### src/rtl/pwm_audio_out_if.sv
// pwm_audio_out_if: signal bundle between the mixer side and the PWM output stage.
//   sample_in  [7:0] unsigned mixed sample; must be valid while sample_req is high
//   mute             level-sensitive mute request
//   pwm_out          registered PWM bit toward the RC filter
//   sample_req       one-cycle strobe, the cycle in which sample_in and mute are taken
//   muted            high while the output stage sits in silence
// master: mixer / control side.  slave: pwm_audio_out.
interface pwm_audio_out_if;
  logic [7:0] sample_in;
  logic       mute;
  logic       pwm_out;
  logic       sample_req;
  logic       muted;

  modport master (output sample_in, mute, input pwm_out, sample_req, muted);
  modport slave  (input sample_in, mute, output pwm_out, sample_req, muted);
endinterface

### src/rtl/pwm_audio_out.sv
// pwm_audio_out: sound card output stage.
// Holds each 8-bit mixed sample for one 256-clock PWM period and drives a single
// PWM bit for an external RC low-pass. The mixer is paced by sample_req, which
// marks the only cycle (count == 255) in which sample_in and mute are looked at.
//
// Build option: define SOFT_MUTE_EN to get the pop-free fade-in/fade-out ramp
// (level moves by STEP per period). Without it, mute/unmute switch the level
// straight between 0 and the sample at the next period boundary.
//
// Ports:
//   clk    system clock, rising edge
//   reset  asynchronous, active-high; clears all state immediately
//   aud    pwm_audio_out_if.slave (sample_in, mute in; pwm_out, sample_req, muted out)
// Parameters:
//   STEP   level change per PWM period while fading (1..255)
module pwm_audio_out #(
  parameter int STEP = 4
) (
  input  logic            clk,
  input  logic            reset,
  pwm_audio_out_if.slave  aud
);

  if (STEP < 1 || STEP > 255) begin : g_bad_step
    $error("pwm_audio_out: STEP must be in 1..255");
  end

`ifdef SOFT_MUTE_EN
  typedef enum logic [1:0] {
    SILENT   = 2'd0,
    FADE_IN  = 2'd1,
    PLAY     = 2'd2,
    FADE_OUT = 2'd3
  } state_t;
`else
  typedef enum logic [1:0] {
    SILENT = 2'd0,
    PLAY   = 2'd2
  } state_t;
`endif

  logic [7:0] count;
  logic [7:0] level, level_nxt;
  state_t     state, state_nxt;
  logic       pwm_q, req_q, muted_q;
  logic       boundary;

  assign boundary = (count == 8'hFF);

`ifdef SOFT_MUTE_EN
  localparam logic [7:0] STEP8 = 8'(STEP);

  // Upward ramp step. SILENT ramps from 0 regardless of what level holds.
  // The sum is 9 bits so a large level plus STEP cannot wrap; once it reaches
  // the sample we land exactly on it and start tracking.
  logic [7:0] up_base;
  logic [8:0] up_sum;
  logic       up_done;
  logic [7:0] up_lvl;
  logic [7:0] dn_lvl;

  assign up_base = (state == SILENT) ? 8'd0 : level;
  assign up_sum  = {1'b0, up_base} + {1'b0, STEP8};
  assign up_done = (up_sum >= {1'b0, aud.sample_in});
  assign up_lvl  = up_done ? aud.sample_in : up_sum[7:0];
  // Saturating downward step, clamps at 0.
  assign dn_lvl  = (level > STEP8) ? (level - STEP8) : 8'd0;

  always_comb begin
    state_nxt = state;
    level_nxt = level;
    if (boundary) begin
      unique case (state)
        SILENT: begin
          level_nxt = 8'd0;
          if (!aud.mute) begin
            level_nxt = up_lvl;
            state_nxt = up_done ? PLAY : FADE_IN;
          end
        end
        FADE_IN: begin
          if (aud.mute) begin
            level_nxt = dn_lvl;
            state_nxt = FADE_OUT;
          end else begin
            level_nxt = up_lvl;
            state_nxt = up_done ? PLAY : FADE_IN;
          end
        end
        PLAY: begin
          if (aud.mute) begin
            level_nxt = dn_lvl;
            state_nxt = FADE_OUT;
          end else begin
            level_nxt = aud.sample_in;
          end
        end
        FADE_OUT: begin
          if (!aud.mute) begin
            // Reverse from the current level; no jump.
            level_nxt = up_lvl;
            state_nxt = up_done ? PLAY : FADE_IN;
          end else begin
            level_nxt = dn_lvl;
            if (dn_lvl == 8'd0) state_nxt = SILENT;
          end
        end
        default: begin
          level_nxt = 8'd0;
          state_nxt = SILENT;
        end
      endcase
    end
  end
`else
  always_comb begin
    state_nxt = state;
    level_nxt = level;
    if (boundary) begin
      unique case (state)
        SILENT: begin
          level_nxt = 8'd0;
          if (!aud.mute) begin
            level_nxt = aud.sample_in;
            state_nxt = PLAY;
          end
        end
        PLAY: begin
          if (aud.mute) begin
            level_nxt = 8'd0;
            state_nxt = SILENT;
          end else begin
            level_nxt = aud.sample_in;
          end
        end
        default: begin
          level_nxt = 8'd0;
          state_nxt = SILENT;
        end
      endcase
    end
  end
`endif

  always_ff @(posedge clk or posedge reset) begin
    if (reset) begin
      count   <= 8'd0;
      level   <= 8'd0;
      state   <= SILENT;
      pwm_q   <= 1'b0;
      req_q   <= 1'b0;
      muted_q <= 1'b1;
    end else begin
      count   <= count + 8'd1;
      level   <= level_nxt;
      state   <= state_nxt;
      // Level updated at the boundary is already in use at count == 0.
      pwm_q   <= (count < level);
      // Registered strobe, lined up with the cycle where count == 255.
      req_q   <= (count == 8'hFE);
      muted_q <= (state_nxt == SILENT);
    end
  end

  assign aud.pwm_out    = pwm_q;
  assign aud.sample_req = req_q;
  assign aud.muted      = muted_q;

endmodule
### src/flat_wrapper.sv
// flat-port wrapper written by rule: the top's interface ports become plain ports
module pwm_audio_out_flat 
#(
  parameter int STEP = 4
)
  (clk, reset, aud_sample_in, aud_mute, aud_pwm_out, aud_sample_req, aud_muted);
  pwm_audio_out_if aud_i ();
  input  logic clk;
  input  logic reset;
  input wire logic [$bits(aud_i.sample_in)-1:0] aud_sample_in;
  input wire logic [$bits(aud_i.mute)-1:0] aud_mute;
  output wire logic [$bits(aud_i.pwm_out)-1:0] aud_pwm_out;
  output wire logic [$bits(aud_i.sample_req)-1:0] aud_sample_req;
  output wire logic [$bits(aud_i.muted)-1:0] aud_muted;
  assign aud_i.sample_in = aud_sample_in;
  assign aud_i.mute = aud_mute;
  assign aud_pwm_out = aud_i.pwm_out;
  assign aud_sample_req = aud_i.sample_req;
  assign aud_muted = aud_i.muted;
  pwm_audio_out #(.STEP(STEP)) u_core (.clk(clk), .reset(reset), .aud(aud_i));
endmodule
### config.mk
export PLATFORM = sky130hd
export DESIGN_NAME = pwm_audio_out_flat
export DESIGN_NICKNAME = d
export VERILOG_FILES = /design/src/rtl/pwm_audio_out_if.sv /design/src/rtl/pwm_audio_out.sv /design/src/flat_wrapper.sv
export SDC_FILE = /design/constraint.sdc
export NUM_CORES = 1
export LEC_CHECK = 0
export CAP_MARGIN = 20
export CORE_MARGIN = 2
export CORE_UTILIZATION = 56
export DETAILED_ROUTE_END_ITERATION = 7
export PLACE_DENSITY = 0.81
export SLEW_MARGIN = 10
export SYNTH_ARGS = -nofsm -noshare
export SYNTH_HDL_FRONTEND = slang
export SYNTH_SLANG_ARGS = --single-unit
### constraint.sdc
create_clock -name clk -period 4.2 [get_ports clk]
set_input_delay 0.84 -clock clk [delete_from_list [all_inputs] [get_ports clk]]
set_output_delay 0.84 -clock clk [all_outputs]
set_load 0.01 [all_outputs]
==> impl_metrics.csv <==
group,metric,value,unit
sta,max_freq,0.455,GHz
clock_tree,cts.reportedPaths.clkPinSlew,0.12,ns
synth,synth_async_sr_flop_share,100,%
sta,drv_slew,0,
critical_path,path_cells,"clkdlybuf4s50_1",
critical_path,crit_path_end,"aud_muted",
sta,rsz_0062_raised_after_global_routing,"false",
critical_path,path_delay_family,"flip-flops",
critical_path,worstPathArrival,1.36,ns
layout,fraction_of_layout_cells_with_a_size_suffix_above_1,10.1,%
routing,viasPerCell,5.23,
clock_tree,numCtsBuffers,3,
critical_path,ff2ff_path_depth,4,
critical_path,cp.required,3.36,ns
job,drv_cap,0,
synth,synth.distinct_cells,23,
die,io_pins,14,
sta,holdWs,0.514,ns
synth,post_synthesis_sequential_area_ratio,50.5,%
outcome,outcome,"completed",
layout,antenna_diodes,0,
place,routabilityCongestion,0.722,
global_routing,wire_length_of_the_first_global_routing_pass,3040,µm
critical_path,critPathKind,"reg2out",
critical_path,critical_path.max_stage_delay,0.53,ns
die,dieHeight,47.2,µm
routing,drt-initial-drc-count,13,
synth,syn-cell-area,1040,µm²
synth,synth_edf_count,0,
critical_path,cp-start-kind,"flop",
critical_path,critPathMaxFanout,1,
sta,timing.final.hold_violations,0,
sta,fin_crit_sh,52.3,%
routing,detail-route-antenna-nets,0,
clock_tree,clock_path_buffers,2,
global_routing,grt_antenna_before_repair,0,
die,core_region_area,1750,µm²
clock_tree,htree_num_levels,1,
critical_path,crit_cells,1,
sta,report.final.setup_viol,0,
clock_tree,cts_hold_buf,0,
routing,wl_per_cell,12.9,µm
critical_path,r2r_end,"u_core.state[1]",
place,place_worst_setup_slack,2.03,ns
sta,final.setup_skew,0.00321,ns
clock_tree,tritoncts_clock_tree,"yes",
synth,dominantRegCellSynth,"dfrtp_1",
global_routing,groute.usage.overall,20.1,%
synth,yosys_warnings,0,
clock_tree,clock-sinks,21,
die,design.die.area,2220,µm²
clock_tree,post-cts-setup-buffer-count,0,
routing,finalWirelength,1730,µm
place,io_buffers,13,
critical_path,critical_path.endpoint_type,"output pin",
critical_path,worst_path_max_delay_cell,"dfstp_2",
power_and_ir_drop,vdd_ir_drop_max,0.000145,V
synth,yosys-top-cells-area,"dfrtp_1 (48%), ha_1 (11%), mux2i_1 (7.7%)",
clock_tree,worst_skew_pair.late_latency,0.31,ns
synth,synth.ff_latch_count,21,
die,die_width,47.2,µm
critical_path,worst-r2r-setup-slack,2.53,ns
synth,post_synth_inst_count,92,
hold_path,holdCritStartpoint,"u_core.state[1]",
power_and_ir_drop,static-leakage-power,0.591,nW
clock_tree,clk_root_buffer_cell,"clkbuf_4",
hold_path,worstHoldPathType,"reg2reg",
power_and_ir_drop,total_power,318,µW
synth,synth_largest_type_area_fraction,48.0,%
die,placement_row_count,15,
critical_path,regToRegStartpoint,"u_core.count[1]",
place,hpwlAfterDp,1300,µm
global_routing,via_count_of_the_first_global_routing_pass,719,
routing,via_count,701,
critical_path,timing.critical_path.buf_inv,1,
critical_path,crit_path_start,"u_core.aud.muted",
synth,netlist.top_cell.by_area,"dfrtp_1",
die,start_util,59.8,%
synth,avgSynthCellArea,11.3,µm²
layout,fill_cells,150,
global_routing,maximum_number_of_pins_on_one_net_before_global_route_repair,22,
routing,drcViolationCount,0,
sta,slew_headroom,47.4,%
sta,timing.setup.tns,0,ns
layout,finish.net_count,130,
clock_tree,post_cts_resize_count,0,
sta,timing.final.ws_setup,2.00,ns
power_and_ir_drop,power_density,258,nW/µm²
sta,fin_crit,2.20,ns
layout,flow.area_growth_from_synthesis,18.0,%
routing,detail_route.first_pass.iterations,4,
global_routing,grt-ovfl-total,0,
synth,synth_fp_nets,112,
sta,worstMarginPinSlew,0.788,ns
[placed cells by master (no fill, tap or decap), drive strengths merged]
cell	instances
nand2	11
clkbuf	4
nand4	2
o31ai	1
o211ai	1
and3	1
clkdlybuf4s50	13
mux2i	8
mux2	1
dfstp	1
and2b	1
and4	1
nand3	7
inv	10
xnor2	5
o21ai	2
dfrtp	20
ha	9
or2	1
xor2	1
nor2b	1
nor2	4
a21oi	4
[cell usage after synthesis (2+ instances only)]
cell type,n
a21oi_1,4
dfrtp_1,20
ha_1,9
inv_1,10
mux2i_1,8
nand2_1,11
nand3_1,7
nor2_1,3
o21ai_0,2
xnor2_1,5
[cell families (layout without fill, tap and decap cells)]
logic type | Yosys count | in the layout | synth area share (%)
AND/OR/NAND/NOR | 29 | 29 | 16.7
flip-flops | 21 | 21 | 50.5
buffers and inverters | 10 | 27 | 3.60
adder cells (fa/ha/maj) | 9 | 9 | 10.8
multiplexers | 9 | 9 | 9.11
AO/OA/AOI/OAI | 8 | 8 | 4.32
XOR/XNOR | 6 | 6 | 5.04
[power breakdown]
part	switching, mW	internal [mW]	leakage (nW)
logic	0.00737	0.00912	0.347
clock network	0.0620	0.0371	0.0150
registers	0	0.202	0.228
total	0.0694	0.248	0.591
[cell type report]
type,instances,area (µm²),area share (%)
multi-input combinational,61,479,38.9
inverter,10,37.5,3.05
clock buffer,4,26.3,2.13
tap,25,31.3,2.54
sequential,21,527,42.8
timing repair buffer,13,130,10.6
[flip-flops by register name, indices dropped and copies added (netlist names)]
name and flops:
u_core.aud.muted 1, u_core.aud.pwm_out 1, u_core.aud.sample_req 1, u_core.count 8, u_core.level 8, u_core.state 2
[worst min-delay path by stage]
stage,cells after the start,endpoint,slack (ns)
after CTS,2,u_core.aud.muted,0.52
after detailed placement,2,u_core.level[0],0.50
final,2,u_core.aud.muted,0.51
after floorplan,2,u_core.aud.muted,0.47
after global placement,2,u_core.level[0],0.49
after global routing,2,u_core.level[0],0.54
[routing by layer]
metal  up-vias  wire (µm)  global-route usage (%)
li1        346          -                       -
met5         -          0                       0
met4         0         36                    10.0
met1       339        812                    24.3
met3         4         63                    3.46
met2        12        814                    34.5
[through the flow]
step / cell area [µm²] / utilization [%] / std cells
3_3_place_gp: 1200 / 69.0 / 130
3_5_place_dp: 1200 / 69.0 / 130
5_1_grt: 1230 / 70.5 / 134
2_1_floorplan: 1040 / - / 92
4_1_cts: 1230 / 70.5 / 134
6_report: 1230 / 70.5 / 134
Power figures use the tool's default switching activity.
